$ cat src/rtl/ram_arb2_pkg.sv
// Shared constants and types for the two-port RAM arbiter and its bench.
// Holds the default widths, the read latency and the owner-tag types.
package ram_arb2_pkg;

    localparam int unsigned ADDR_W_DEF = 5;
    localparam int unsigned DATA_W_DEF = 8;

    // Cycles from the grant cycle to the rvalid pulse.
    localparam int unsigned RD_LAT     = 2;
    localparam int unsigned TAG_STAGES = RD_LAT;

    typedef enum logic {
        PORT_A = 1'b0,
        PORT_B = 1'b1
    } port_e;

    typedef struct packed {
        logic  valid;
        port_e port;
    } tag_t;

    function automatic port_e other_port(input port_e p);
        return (p == PORT_A) ? PORT_B : PORT_A;
    endfunction

endpackage

$ cat src/rtl/ram_arb2_rr_arb2.sv
// Two-requester round-robin arbiter. The grants are combinational from the
// requests and the priority pointer; the pointer moves only on an accepted grant.
module rr_arb2
    import ram_arb2_pkg::*;
(
    input  logic clk,
    input  logic rst_n,
    input  logic a_req,
    input  logic b_req,
    output logic a_gnt,
    output logic b_gnt
);

    port_e prio_q;
    port_e prio_d;

    always_comb begin
        a_gnt = 1'b0;
        b_gnt = 1'b0;
        if (rst_n) begin
            if (a_req && b_req) begin
                a_gnt = (prio_q == PORT_A);
                b_gnt = (prio_q == PORT_B);
            end else begin
                a_gnt = a_req;
                b_gnt = b_req;
            end
        end
    end

    // The port that was just served loses priority on the next contention.
    always_comb begin
        prio_d = prio_q;
        if (a_gnt) begin
            prio_d = other_port(PORT_A);
        end else if (b_gnt) begin
            prio_d = other_port(PORT_B);
        end
    end

    always_ff @(posedge clk) begin
        if (!rst_n) begin
            prio_q <= PORT_A;
        end else begin
            prio_q <= prio_d;
        end
    end

endmodule

$ cat src/rtl/ram_arb2.sv
// Two-port arbiter in front of a single-port RAM: registered command stage,
// owner-tag pipeline to route read data back to the requesting port.
module ram_arb2
    import ram_arb2_pkg::*;
#(
    parameter int unsigned ADDR_W = ADDR_W_DEF,
    parameter int unsigned DATA_W = DATA_W_DEF
) (
    input  logic              sys_clk,
    input  logic              sys_rst_n,

    input  logic              a_req,
    input  logic              a_we,
    input  logic [ADDR_W-1:0] a_addr,
    input  logic [DATA_W-1:0] a_wdata,
    output logic              a_gnt,
    output logic              a_rvalid,
    output logic [DATA_W-1:0] a_rdata,

    input  logic              b_req,
    input  logic              b_we,
    input  logic [ADDR_W-1:0] b_addr,
    input  logic [DATA_W-1:0] b_wdata,
    output logic              b_gnt,
    output logic              b_rvalid,
    output logic [DATA_W-1:0] b_rdata,

    output logic              ram_wr_en,
    output logic              ram_rd_en,
    output logic [ADDR_W-1:0] ram_addr,
    output logic [DATA_W-1:0] ram_wr_data,
    input  logic [DATA_W-1:0] ram_rd_data
);

    logic              accept;
    logic              sel_we;
    logic [ADDR_W-1:0] sel_addr;
    logic [DATA_W-1:0] sel_wdata;
    port_e             sel_port;

    logic              ram_wr_en_q,   ram_wr_en_d;
    logic              ram_rd_en_q,   ram_rd_en_d;
    logic [ADDR_W-1:0] ram_addr_q,    ram_addr_d;
    logic [DATA_W-1:0] ram_wr_data_q, ram_wr_data_d;

    tag_t              tag_q [TAG_STAGES];
    tag_t              tag_d [TAG_STAGES];
    tag_t              out_tag;

    logic [DATA_W-1:0] a_rdata_q, a_rdata_d;
    logic [DATA_W-1:0] b_rdata_q, b_rdata_d;

    rr_arb2 u_arb (
        .clk   (sys_clk),
        .rst_n (sys_rst_n),
        .a_req (a_req),
        .b_req (b_req),
        .a_gnt (a_gnt),
        .b_gnt (b_gnt)
    );

    always_comb begin
        accept    = a_gnt | b_gnt;
        sel_port  = b_gnt ? PORT_B : PORT_A;
        sel_we    = b_gnt ? b_we    : a_we;
        sel_addr  = b_gnt ? b_addr  : a_addr;
        sel_wdata = b_gnt ? b_wdata : a_wdata;
    end

    // Enables pulse for one cycle per accepted access; address and data hold otherwise.
    always_comb begin
        ram_wr_en_d   = 1'b0;
        ram_rd_en_d   = 1'b0;
        ram_addr_d    = ram_addr_q;
        ram_wr_data_d = ram_wr_data_q;
        if (accept) begin
            ram_wr_en_d   = sel_we;
            ram_rd_en_d   = ~sel_we;
            ram_addr_d    = sel_addr;
            ram_wr_data_d = sel_wdata;
        end
    end

    always_ff @(posedge sys_clk) begin
        if (!sys_rst_n) begin
            ram_wr_en_q   <= 1'b0;
            ram_rd_en_q   <= 1'b0;
            ram_addr_q    <= '0;
            ram_wr_data_q <= '0;
        end else begin
            ram_wr_en_q   <= ram_wr_en_d;
            ram_rd_en_q   <= ram_rd_en_d;
            ram_addr_q    <= ram_addr_d;
            ram_wr_data_q <= ram_wr_data_d;
        end
    end

    always_comb begin
        tag_d[0].valid = accept & ~sel_we;
        tag_d[0].port  = sel_port;
        for (int unsigned i = 1; i < TAG_STAGES; i++) begin
            tag_d[i] = tag_q[i-1];
        end
    end

    always_ff @(posedge sys_clk) begin
        if (!sys_rst_n) begin
            for (int unsigned i = 0; i < TAG_STAGES; i++) begin
                tag_q[i] <= '0;
            end
        end else begin
            for (int unsigned i = 0; i < TAG_STAGES; i++) begin
                tag_q[i] <= tag_d[i];
            end
        end
    end

    // The last tag stage lines up with RAM q; reset masks any pulse in flight.
    always_comb begin
        out_tag  = tag_q[TAG_STAGES-1];
        a_rvalid = sys_rst_n & out_tag.valid & (out_tag.port == PORT_A);
        b_rvalid = sys_rst_n & out_tag.valid & (out_tag.port == PORT_B);
    end

    always_comb begin
        a_rdata_d = a_rvalid ? ram_rd_data : a_rdata_q;
        b_rdata_d = b_rvalid ? ram_rd_data : b_rdata_q;
    end

    always_ff @(posedge sys_clk) begin
        if (!sys_rst_n) begin
            a_rdata_q <= '0;
            b_rdata_q <= '0;
        end else begin
            a_rdata_q <= a_rdata_d;
            b_rdata_q <= b_rdata_d;
        end
    end

    assign a_rdata     = a_rdata_d;
    assign b_rdata     = b_rdata_d;
    assign ram_wr_en   = ram_wr_en_q;
    assign ram_rd_en   = ram_rd_en_q;
    assign ram_addr    = ram_addr_q;
    assign ram_wr_data = ram_wr_data_q;

endmodule

$ cat config.mk
export PLATFORM = sky130hd
export DESIGN_NAME = ram_arb2
export DESIGN_NICKNAME = d
export VERILOG_FILES = /design/src/rtl/ram_arb2_pkg.sv /design/src/rtl/ram_arb2_rr_arb2.sv /design/src/rtl/ram_arb2.sv
export SDC_FILE = /design/constraint.sdc
export NUM_CORES = 1
export LEC_CHECK = 0
export BUFFER_PORTS_ARGS = -buffer_cell sky130_fd_sc_hd__buf_2
export CAP_MARGIN = 15
export CORE_MARGIN = 2
export CORE_UTILIZATION = 41
export CTS_CLUSTER_DIAMETER = 30
export DETAILED_ROUTE_END_ITERATION = 10
export GPL_TIMING_DRIVEN = 1
export PLACE_DENSITY = 0.71
export SYNTH_ARGS = -nofsm -noshare
export SYNTH_HDL_FRONTEND = slang
export SYNTH_HIERARCHICAL = 1
export SYNTH_SLANG_ARGS = --single-unit
$ cat constraint.sdc
create_clock -name sys_clk -period 3.1 [get_ports sys_clk]
set_input_delay 0.775 -clock sys_clk [delete_from_list [all_inputs] [get_ports sys_clk]]
set_output_delay 0.775 -clock sys_clk [all_outputs]
set_load 0.1 [all_outputs]
==> key figures, run 1 <==
Detailed routing
  – Drt first pass iters: 4
  – WL/cell: 12.8 um
  – Total wire length: between 3000 and 4000 um
  – Via density: about 5
  – DR iter-0 viols: 46
  – DRC violations left: 0
  – Vias: 1,444
  – Remaining antenna violation count after routing: 0

Timing
  – Final Max Tran Viols: 0
  – Setup TNS: 0 ns
  – Setup Skew: about 0.0026 ns
  – Rel. slew slack: 0.565
  – Fin crit share: 0.869
  – Max Freq: ~370 MHz
  – Fin crit period: between 2 and 3 ns
  – Setup violators final: 0
  – Worst-margin pin slew: 0.652 ns
  – RSZ-0062 raised after global routing: no
  – Final hold violations: 0

Die
  – Chip Height: around 67 um
  – Core area: about 0.0037 mm2
  – Initial Util: 0.437
  – Boundary pin count: 75
  – Die area: around 0.0045 mm2
  – Row count: 22
  – Die Wd: 67.2 um

Placed design
  – IO Port Bufs: 74
  – Post-DP HPWL: around 2700 um
  – GP Congestion: approximately 0.7

Synthesis
  – Post-synthesis simple-gate area fraction: 0.132
  – Compound-Gate Fraction of Synth Area: 0.138
  – Yosys warns: 6
  – Synth Instances: 166
  – Mean Syn Cell Area: roughly 9.9 um2
  – Adder-cell area share of the yosys netlist: 0
  – Synth unique cells: 23
  – Seq/Total Area, Yosys: 0.440
  – Largest family of logic cells by synthesized area: multiplexers
  – Syn_nets: 206
  – Synthesized cell area: 0.00164 mm2
  – Post-Synth XOR/XNOR Area: 0
  – Flop and latch count out of synthesis: 36
  – Multiplexer share of the synthesized area: 0.239

Cells and area
  – Diode count: 0
  – Commonest non-fill, non-tap cell in the layout: buf_2
  – Final net count: approximately 280
  – Synthesis-to-finish area growth: 46.6%
  – Most frequent cells in the layout: buf_2, dfxtp_1, mux2i_1
  – Layout cells sized above 1: 0.425

Setup path
  – Crit end category: primary output
  – CP startpoint kind: primary input
  – Crit path depth: 4
  – Setup CP Type: primary input to primary output
  – Reg2reg path depth: 5
  – CP bufs+invs: 2
  – Reg2reg start: u_arb/prio_q
  – R2R Setup Slk: between 1.5 and 2 ns
  – CP max-delay cell: mux2_2
  – Crit path DAT: around 1.9 ns
  – Worst Setup SP: sys_rst_n
  – Crit path to: a_rdata[4]
  – Largest stage delay, worst path: just under 0.4 ns
  – Delay-heaviest family, CP: buffers and inverters
  – Crit-path max FO: 19
  – WP data required: ~2.3 ns
  – CP Cell Sequence: buf_2 -> nand3b_2 -> mux2_2 -> buf_12
  – Reg2reg end: ram_addr[2]

Hold path
  – HP Class: flop to flop

Pwr
  – Leakage: ~0.0011 uW
  – Pwr/cell area: 458 mW/mm2
  – IR drop worst, VDD: between 0.0003 and 0.0004 V
  – Power, Total: between 1000 and 1500 uW

Global routing
  – GRT busiest layer: met2
  – GRT Util Overall: 0.177
  – Initial antenna violation count: 0
  – Grt met2 use: 0.300
  – Grt ovf: 0
  – Number of global-route vias before repair: about 1,300
  – M3 GR Usage: 0.0467
  – First-pass GRT wire length: 6090 um
  – Met1 Use GR: 0.217
  – Pin count of the biggest net entering global routing: 28

CTS
  – Hold buffer count at cts: 0
  – H-tree depth: 2
  – Worst-skew pair later-pin latency: around 0.27 ns
  – Num CTS Buffers: 5
  – Post-CTS Resized: 0
  – Clock root cell: clkbuf_8
  – CTS Sinks: 36
  – Deepest clock path buffer count: 2
  – TritonCTS clock tree: yes
  – Post-CTS setup buffer count: 0
  – Clock Pin Slew Worst Setup and Hold Paths: ~0.070 ns

Status
  – Status: finished, final reports clean

Run
  – Number of max-cap violations: 0
[stage by stage]
| step | worst slack, ns | cell area, um2 | hold WS (ns) | instances | utilization |
|---|---|---|---|---|---|
| 4_1_cts | 0.382 | 2400 | 0.450 | 288 | 0.641 |
| 5_1_grt | 0.281 | 2400 | 0.471 | 288 | 0.641 |
| 3_5_place_dp | 0.381 | 2310 | 0.432 | 280 | 0.617 |
| 2_1_floorplan | 0.497 | 1640 | 0.412 | 166 | - |
| 6_report | 0.406 | 2400 | 0.441 | 288 | 0.641 |
| 3_3_place_gp | 0.416 | 2310 | 0.417 | 280 | 0.617 |
[worst reg2reg max path, delay by kind of cell, from the launching register on]
family / cells / cell delay [ns]
AO/OA/AOI/OAI: 3 / 0.64
buffers and inverters: 2 / 0.44
flip-flops: 1 / 0.36
[state kept, by name, summed over array words and instances, names as in the netlist]
name and flops:
tag_q 4, b_rdata_q 8, ram_rd_en 1, ram_addr 5
u_arb/prio_q 1, ram_wr_en 1, a_rdata_q 8, ram_wr_data 8
[report_power, final]
| group | internal (uW) | leakage [uW] | total, uW | switching (uW) |
|---|---|---|---|---|
| Sequential | 482 | 0.000294 | 493 | 10.1 |
| Clock | 181 | 0.0000455 | 332 | 151 |
| Combinational | 74.6 | 0.000758 | 274 | 199 |
[layout make-up]
cell class	count	area [um2]
fill	330	1340
multi-input combinational	115	836
sequential	36	721
timing repair buffer	77	678
clock buffer	8	90.1
tap	48	60.1
inverter	4	15.0
[synth_stat cells (all sizes together)]
| cell type | n | area share |
|---|---|---|
| o211a | 1 | 0.0061 |
| clkbuf | 4 | 0.0092 |
| dfxtp | 36 | 0.44 |
| nor2b | 8 | 0.031 |
| and2 | 4 | 0.015 |
| o21ai | 14 | 0.043 |
| nand3b | 1 | 0.0069 |
| nor2 | 1 | 0.0023 |
| buf | 7 | 0.033 |
| nand3 | 9 | 0.035 |
| o21a | 2 | 0.0092 |
| mux2 | 16 | 0.11 |
| nand2 | 13 | 0.030 |
| a21boi | 8 | 0.037 |
| mux2i | 21 | 0.13 |
| and3 | 1 | 0.0038 |
| nand2b | 1 | 0.0038 |
| inv | 4 | 0.0092 |
| nor3b | 1 | 0.0046 |
| a21oi | 14 | 0.043 |
[cells by family after synthesis]
kind of cell / after synthesis
compound gates: 39
buf+inv: 15
flops: 36
mux: 37
simple gates: 39
[how the worst min path moves through the flow]
| stage | to | slack [ns] | cells past startpoint | from |
|---|---|---|---|---|
| floorplan | tag_q[0][2] | 0.41 | 1 | tag_q[0][0] |
| global placement | tag_q[0][2] | 0.42 | 1 | tag_q[0][0] |
| detailed placement | tag_q[0][2] | 0.43 | 1 | tag_q[0][0] |
| CTS | tag_q[0][2] | 0.45 | 1 | tag_q[0][0] |
| global route | tag_q[0][2] | 0.47 | 1 | tag_q[0][0] |
| finish | tag_q[0][2] | 0.44 | 1 | tag_q[0][0] |
[routing by layer]
metal	vias to the layer above	wire [um]
met2	56	1840
li1	722	-
met3	7	260
met5	-	0
met1	659	1540
met4	0	53
(Power assumes the default switching activity.)
==> inputs of run 2 (changes only) <==
- ABC_AREA: not set -> 1
- CORE_MARGIN: 2 -> 4
==> run 2 against run 1 <==
Utilization decreased by 6.4 points. Clock power increased by 2%. Flip-flop and latch count unchanged. Wire length increased by 9.3%. Count of clock-buffer cells in the layout unchanged. Sequential power about the same. Clock skew increased by 0.0015 ns. Critical endpoint is now a_rdata[0]. Register-to-register slack improved by 0.11 ns. Sequential share of layout area increased by 0.74 points.
==> key figures, run 2 <==
Timing
  – Fin crit period: 2.71 ns
  – Final Max Tran Viols: 0
  – Setup Skew: 0.00418 ns
  – Fin crit share: 0.875
  – RSZ-0062 raised after global routing: no
  – WHS: 0.414 ns
  – Rel. slew slack: 0.673
  – Setup TNS: 0 ns
  – Setup violators final: 0
  – Max Freq: ~370 MHz
  – Worst-margin pin slew: roughly 0.49 ns
  – Final hold violations: 0

Cells and area
  – Multi-input gate area: 682 um2
  – Commonest non-fill, non-tap cell in the layout: nand2_1
  – Layout cells sized above 1: 0.275
  – Synthesis-to-finish area growth: 35.2%
  – Final net count: roughly 370
  – Fillers: between 300 and 400
  – Register Area: between 700 and 800 um2
  – Diode count: 0
  – Most frequent cells in the layout: nand2_1, buf_2, inv_1
  – Final Instance Count excl. Fillers: 384

Detailed routing
  – DR iter-0 viols: between 70 and 80
  – DRC violations left: 0
  – Via density: around 4.4
  – Drt first pass iters: 4
  – Total wire length: between 4000 and 5000 um
  – WL/cell: roughly 10 um
  – Vias: around 1,700
  – Remaining antenna violation count after routing: 0

Placed design
  – Dpl cells: 376
  – Post-DP HPWL: approximately 3100 um
  – GP Congestion: roughly 0.77
  – IO Port Bufs: 74

Setup path
  – CP startpoint kind: primary input
  – Crit path to: a_rdata[0]
  – Crit-path max FO: 13
  – Reg2reg start: u_arb/prio_q
  – Reg2reg end: ram_wr_data[0]
  – Crit end category: primary output
  – R2R Setup Slk: 1.63 ns
  – Worst Setup SP: sys_rst_n
  – WP data required: 2.32 ns
  – Setup CP Type: primary input to primary output
  – Reg2reg path depth: 8
  – Crit path DAT: 1.94 ns

Die
  – Initial Util: 0.427
  – Die Wd: ~73 um
  – Row count: 23
  – Core area: between 0.004 and 0.005 mm2
  – Chip Height: ~73 um
  – Boundary pin count: 75
  – Die area: roughly 0.0053 mm2

Synthesis
  – Synth unique cells: 17
  – Synthesized cell area: between 0.0015 and 0.002 mm2
  – Seq/Total Area, Yosys: 0.416
  – Synth Flop Type: dfxtp_1
  – Top cells by count, synth: nand2_1, inv_1, dfxtp_1
  – Synth area leaders: dfxtp_1, nand2_1, inv_1
  – Async S/R FF share, synth: 0
  – Yosys top cell area share: 0.416
  – Yosys warns: 6
  – Syn_nets: 300
  – Flop and latch count out of synthesis: 36
  – Synth Instances: between 200 and 300
  – Cell taking the most area after synthesis: dfxtp_1
  – Most frequent cell after synthesis: nand2_1
  – Number of synthesized flops with an enable pin: 0
  – Mean Syn Cell Area: between 6 and 7 um2

Run
  – Number of max-cap violations: 0

CTS
  – TritonCTS clock tree: yes
  – CTS Sinks: 36
  – Deepest clock path buffer count: 2
  – Post-CTS setup buffer count: 0
  – Clock root cell: clkbuf_8
  – Post-CTS Resized: 0
  – Num CTS Buffers: 5
  – Clock Pin Slew Worst Setup and Hold Paths: ~0.07 ns
  – Worst-skew pair later-pin latency: 0.28 ns
  – H-tree depth: 2
  – Hold buffer count at cts: 0

Pwr
  – Pwr/cell area: 464 mW/mm2
  – Leakage: ~0.0014 uW
  – IR drop worst, VDD: about 0.00034 V
  – Power, Total: 1090 uW

Status
  – Status: finished, final reports clean

Global routing
  – Initial antenna violation count: 0
  – Grt ovf: 0
  – Number of global-route vias before repair: 1,540
  – Pin count of the biggest net entering global routing: 21
  – First-pass GRT wire length: between 6000 and 7000 um
  – GRT Util Overall: 0.161

Hold path
  – HP Class: flop to flop
[run 2: cell count changes after synthesis, sizes merged, moves of 3 or more]
cell    before  now
nand2       13   90
inv          4   61
mux2i       21    0
nor2         1   22
nand3        9   28
mux2        16    0
o21ai       14    1
a21oi       14    3
a21boi       8    0
nand4        0    8
nor2b        8    0
and2         4    0
buf          7   10
clkbuf       4    1
[run 2: where the power goes]
group	total (uW)	switching (uW)	internal (uW)
registers	490	9.76	480
logic	260	200	60.0
clock network	337	156	181
total	1090	366	721
[run 2: worst max-delay path, stage by stage]
cell     delay [ns]
buf_2          0.26
nand2_1        0.14
nor2_4         0.25
nand2_1        0.10
nand2_1        0.09
inv_1          0.04
buf_2          0.28
[run 2: logic make-up after synthesis]
kind of cell,Yosys count,share of synthesized area
AND/OR/NAND/NOR,148,0.375
buffers and inverters,72,0.195
flip-flops,36,0.416
AO/OA/AOI/OAI,4,0.0137
[run 2: worst min-delay path by stage]
stage               slack, ns  cells past startpoint         from           to
floorplan                0.39                      2  tag_q[0][0]  tag_q[0][2]
finish                   0.41                      2  tag_q[0][1]  tag_q[0][3]
global route             0.44                      2  tag_q[0][1]  tag_q[0][3]
global placement         0.40                      2  tag_q[0][0]  tag_q[0][2]
CTS                      0.42                      2  tag_q[0][1]  tag_q[0][3]
detailed placement       0.40                      2  tag_q[0][1]  tag_q[0][3]
[run 2: layout make-up]
type,count,area share
repair buffers,77,0.238
multi-input cells,152,0.291
flip-flops and latches,36,0.308
well taps,50,0.0267
clock buffers,8,0.0385
inverters,61,0.0978
[run 2: metrics by stage]
stage,util,worst slack [ns],cell area (um2)
finish,0.577,0.388,2340
global route,0.577,0.280,2340
CTS,0.577,0.377,2340
detailed placement,0.555,0.382,2250
global placement,0.555,0.451,2250
floorplan,-,0.368,1740
[run 2: routing by layer]
metal  wire [um]  vias to the layer above  part of all wire  track usage
met1        1770                      743              0.44        0.217
met5           0                        -                 0            0
met2        2000                       32              0.50        0.256
li1            -                      905                 -            -
met4          46                        0             0.011       0.0492
met3         209                        5             0.052       0.0372
==> inputs of run 3 (changes only) <==
- REMOVE_ABC_BUFFERS: not set -> 1
==> run 3 against run 2 <==
First-iteration DRC count down 36%. Design area up 2.9%. Count of clock-buffer cells in the layout down 3. Sequential power about the same. Flip-flop and latch count unchanged. Sequential share of layout area down 0.88 points. Register-to-register slack worse by 0.11 ns. Clock skew about the same. Cell count up 0.26%. Critical endpoint is now a_rdata[5]. Largest power group is now clock.
==> key figures, run 3 (synthesized netlist as in run 2, its figures left out) <==
Timing
  – RSZ-0062 raised after global routing: no
  – Final Max Tran Viols: 0
  – Max Freq: ~370 MHz
  – Setup violators final: 0
  – Rel. slew slack: 0.664
  – Fin crit period: ~2.7 ns
  – Final hold violations: 0
  – WHS: approximately 0.41 ns
  – Worst-margin pin slew: about 0.5 ns
  – Setup Skew: between 0.004 and 0.005 ns
  – Fin crit share: 0.875

Global routing
  – M3 GR Usage: 0.0620
  – GRT busiest layer: met2
  – Number of global-route vias before repair: 1,513
  – GRT Util Overall: 0.159
  – First-pass GRT wire length: about 6600 um
  – Pin count of the biggest net entering global routing: 19
  – Met1 Use GR: 0.192
  – Grt ovf: 0
  – Initial antenna violation count: 0
  – Grt met2 use: 0.259

CTS
  – Clock Pin Slew Worst Setup and Hold Paths: ~0.07 ns
  – TritonCTS clock tree: yes
  – H-tree depth: 2
  – Worst-skew pair later-pin latency: ~0.29 ns
  – Post-CTS setup buffer count: 0
  – Num CTS Buffers: 5
  – CTS Sinks: 36
  – Post-CTS Resized: 0
  – Deepest clock path buffer count: 2
  – Hold buffer count at cts: 0
  – Clock root cell: clkbuf_8

Die
  – Initial Util: 0.427
  – Die area: about 0.0053 mm2
  – Die Wd: between 70 and 80 um
  – Row count: 23
  – Boundary pin count: 75
  – Core area: 0.00406 mm2
  – Chip Height: about 73 um

Setup path
  – Setup CP Type: primary input to primary output
  – WP data required: about 2.3 ns
  – Crit path DAT: 1.94 ns
  – Crit-path max FO: 13
  – CP startpoint kind: primary input
  – Crit end category: primary output
  – R2R Setup Slk: 1.52 ns

Detailed routing
  – WL/cell: around 10 um
  – Remaining antenna violation count after routing: 0
  – Total wire length: 3840 um
  – Drt first pass iters: 4
  – DRC violations left: 0
  – Via density: around 4.4
  – DR iter-0 viols: 47
  – Vias: 1,677

Cells and area
  – Register Area: 721 um2
  – Commonest non-fill, non-tap cell in the layout: nand2_1
  – Utilization after layout: 0.594
  – Multi-input gate area: between 600 and 700 um2
  – Synthesis-to-finish area growth: 39.1%
  – Final net count: around 370
  – Fillers: 359
  – Diode count: 0
  – Most frequent cells in the layout: nand2_1, buf_2, inv_1
  – Layout cells sized above 1: 0.278

Pwr
  – IR drop worst, VDD: ~0.00033 V
  – Leakage: approximately 0.0015 uW
  – Pwr/cell area: approximately 550 mW/mm2
  – Power, Total: between 1000 and 1500 uW

Status
  – Status: finished, final reports clean

Hold path
  – HP Class: flop to flop

Placed design
  – GP Congestion: 0.776
  – Post-DP HPWL: a little under 3000 um
  – IO Port Bufs: 74

Run
  – Number of max-cap violations: 0
-- run 3: changes by cell type in the layout (fill, tap and decap cells not counted) --
cell | before | now
a21oi_2 | 3 | 1
buf_4 | 3 | 4
a21oi_1 | 0 | 2
clkbuf_8 | 6 | 5
bufinv_16 | 0 | 3
clkbuf_1 | 2 | 0
-- run 3: area by class of cell --
cell class / instances / share of cell area
clock buffer: 5 / 0.0285
sequential: 36 / 0.299
clock inverter: 3 / 0.0374
inverter: 61 / 0.0950
timing repair buffer: 78 / 0.235
tap: 50 / 0.0259
multi-input combinational: 152 / 0.280
-- run 3: path summary, 6_finish.rpt --
check / start / to / cells after the start
worst max-delay path: sys_rst_n / a_rdata[5] / 7
worst min-delay path: tag_q[0][0] / tag_q[0][2] / 2
worst max register to register: u_arb/prio_q / ram_addr[1] / 8
worst min register to register: tag_q[0][0] / tag_q[0][2] / 2
-- run 3: critical path: stages --
cell,delay (ns)
buf_2,0.27
nand2_1,0.15
nor2_4,0.25
nand2_1,0.08
nand2_1,0.09
inv_1,0.04
buf_2,0.28
-- run 3: routing by layer --
layer	vias up	wire length, um
met2	76	1630
met4	0	55
met3	6	407
met1	686	1750
li1	909	-
met5	-	0
-- run 3: where the power goes --
group          internal (uW)  switching, uW  leakage (uW)
combinational           60.4            199       0.00110
clock                    402            170     0.0000784
sequential               480           10.2      0.000293
total                    943            379       0.00147
-- run 3: per-stage QoR --
stage	instances	setup TNS, ns	setup WS, ns	instance area [um2]
2_1_floorplan	249	-13.48	-0.765	1620
3_3_place_gp	377	0	0.422	2250
3_5_place_dp	377	0	0.394	2250
4_1_cts	385	0	0.393	2410
5_1_grt	385	0	0.253	2410
6_report	385	0	0.389	2410
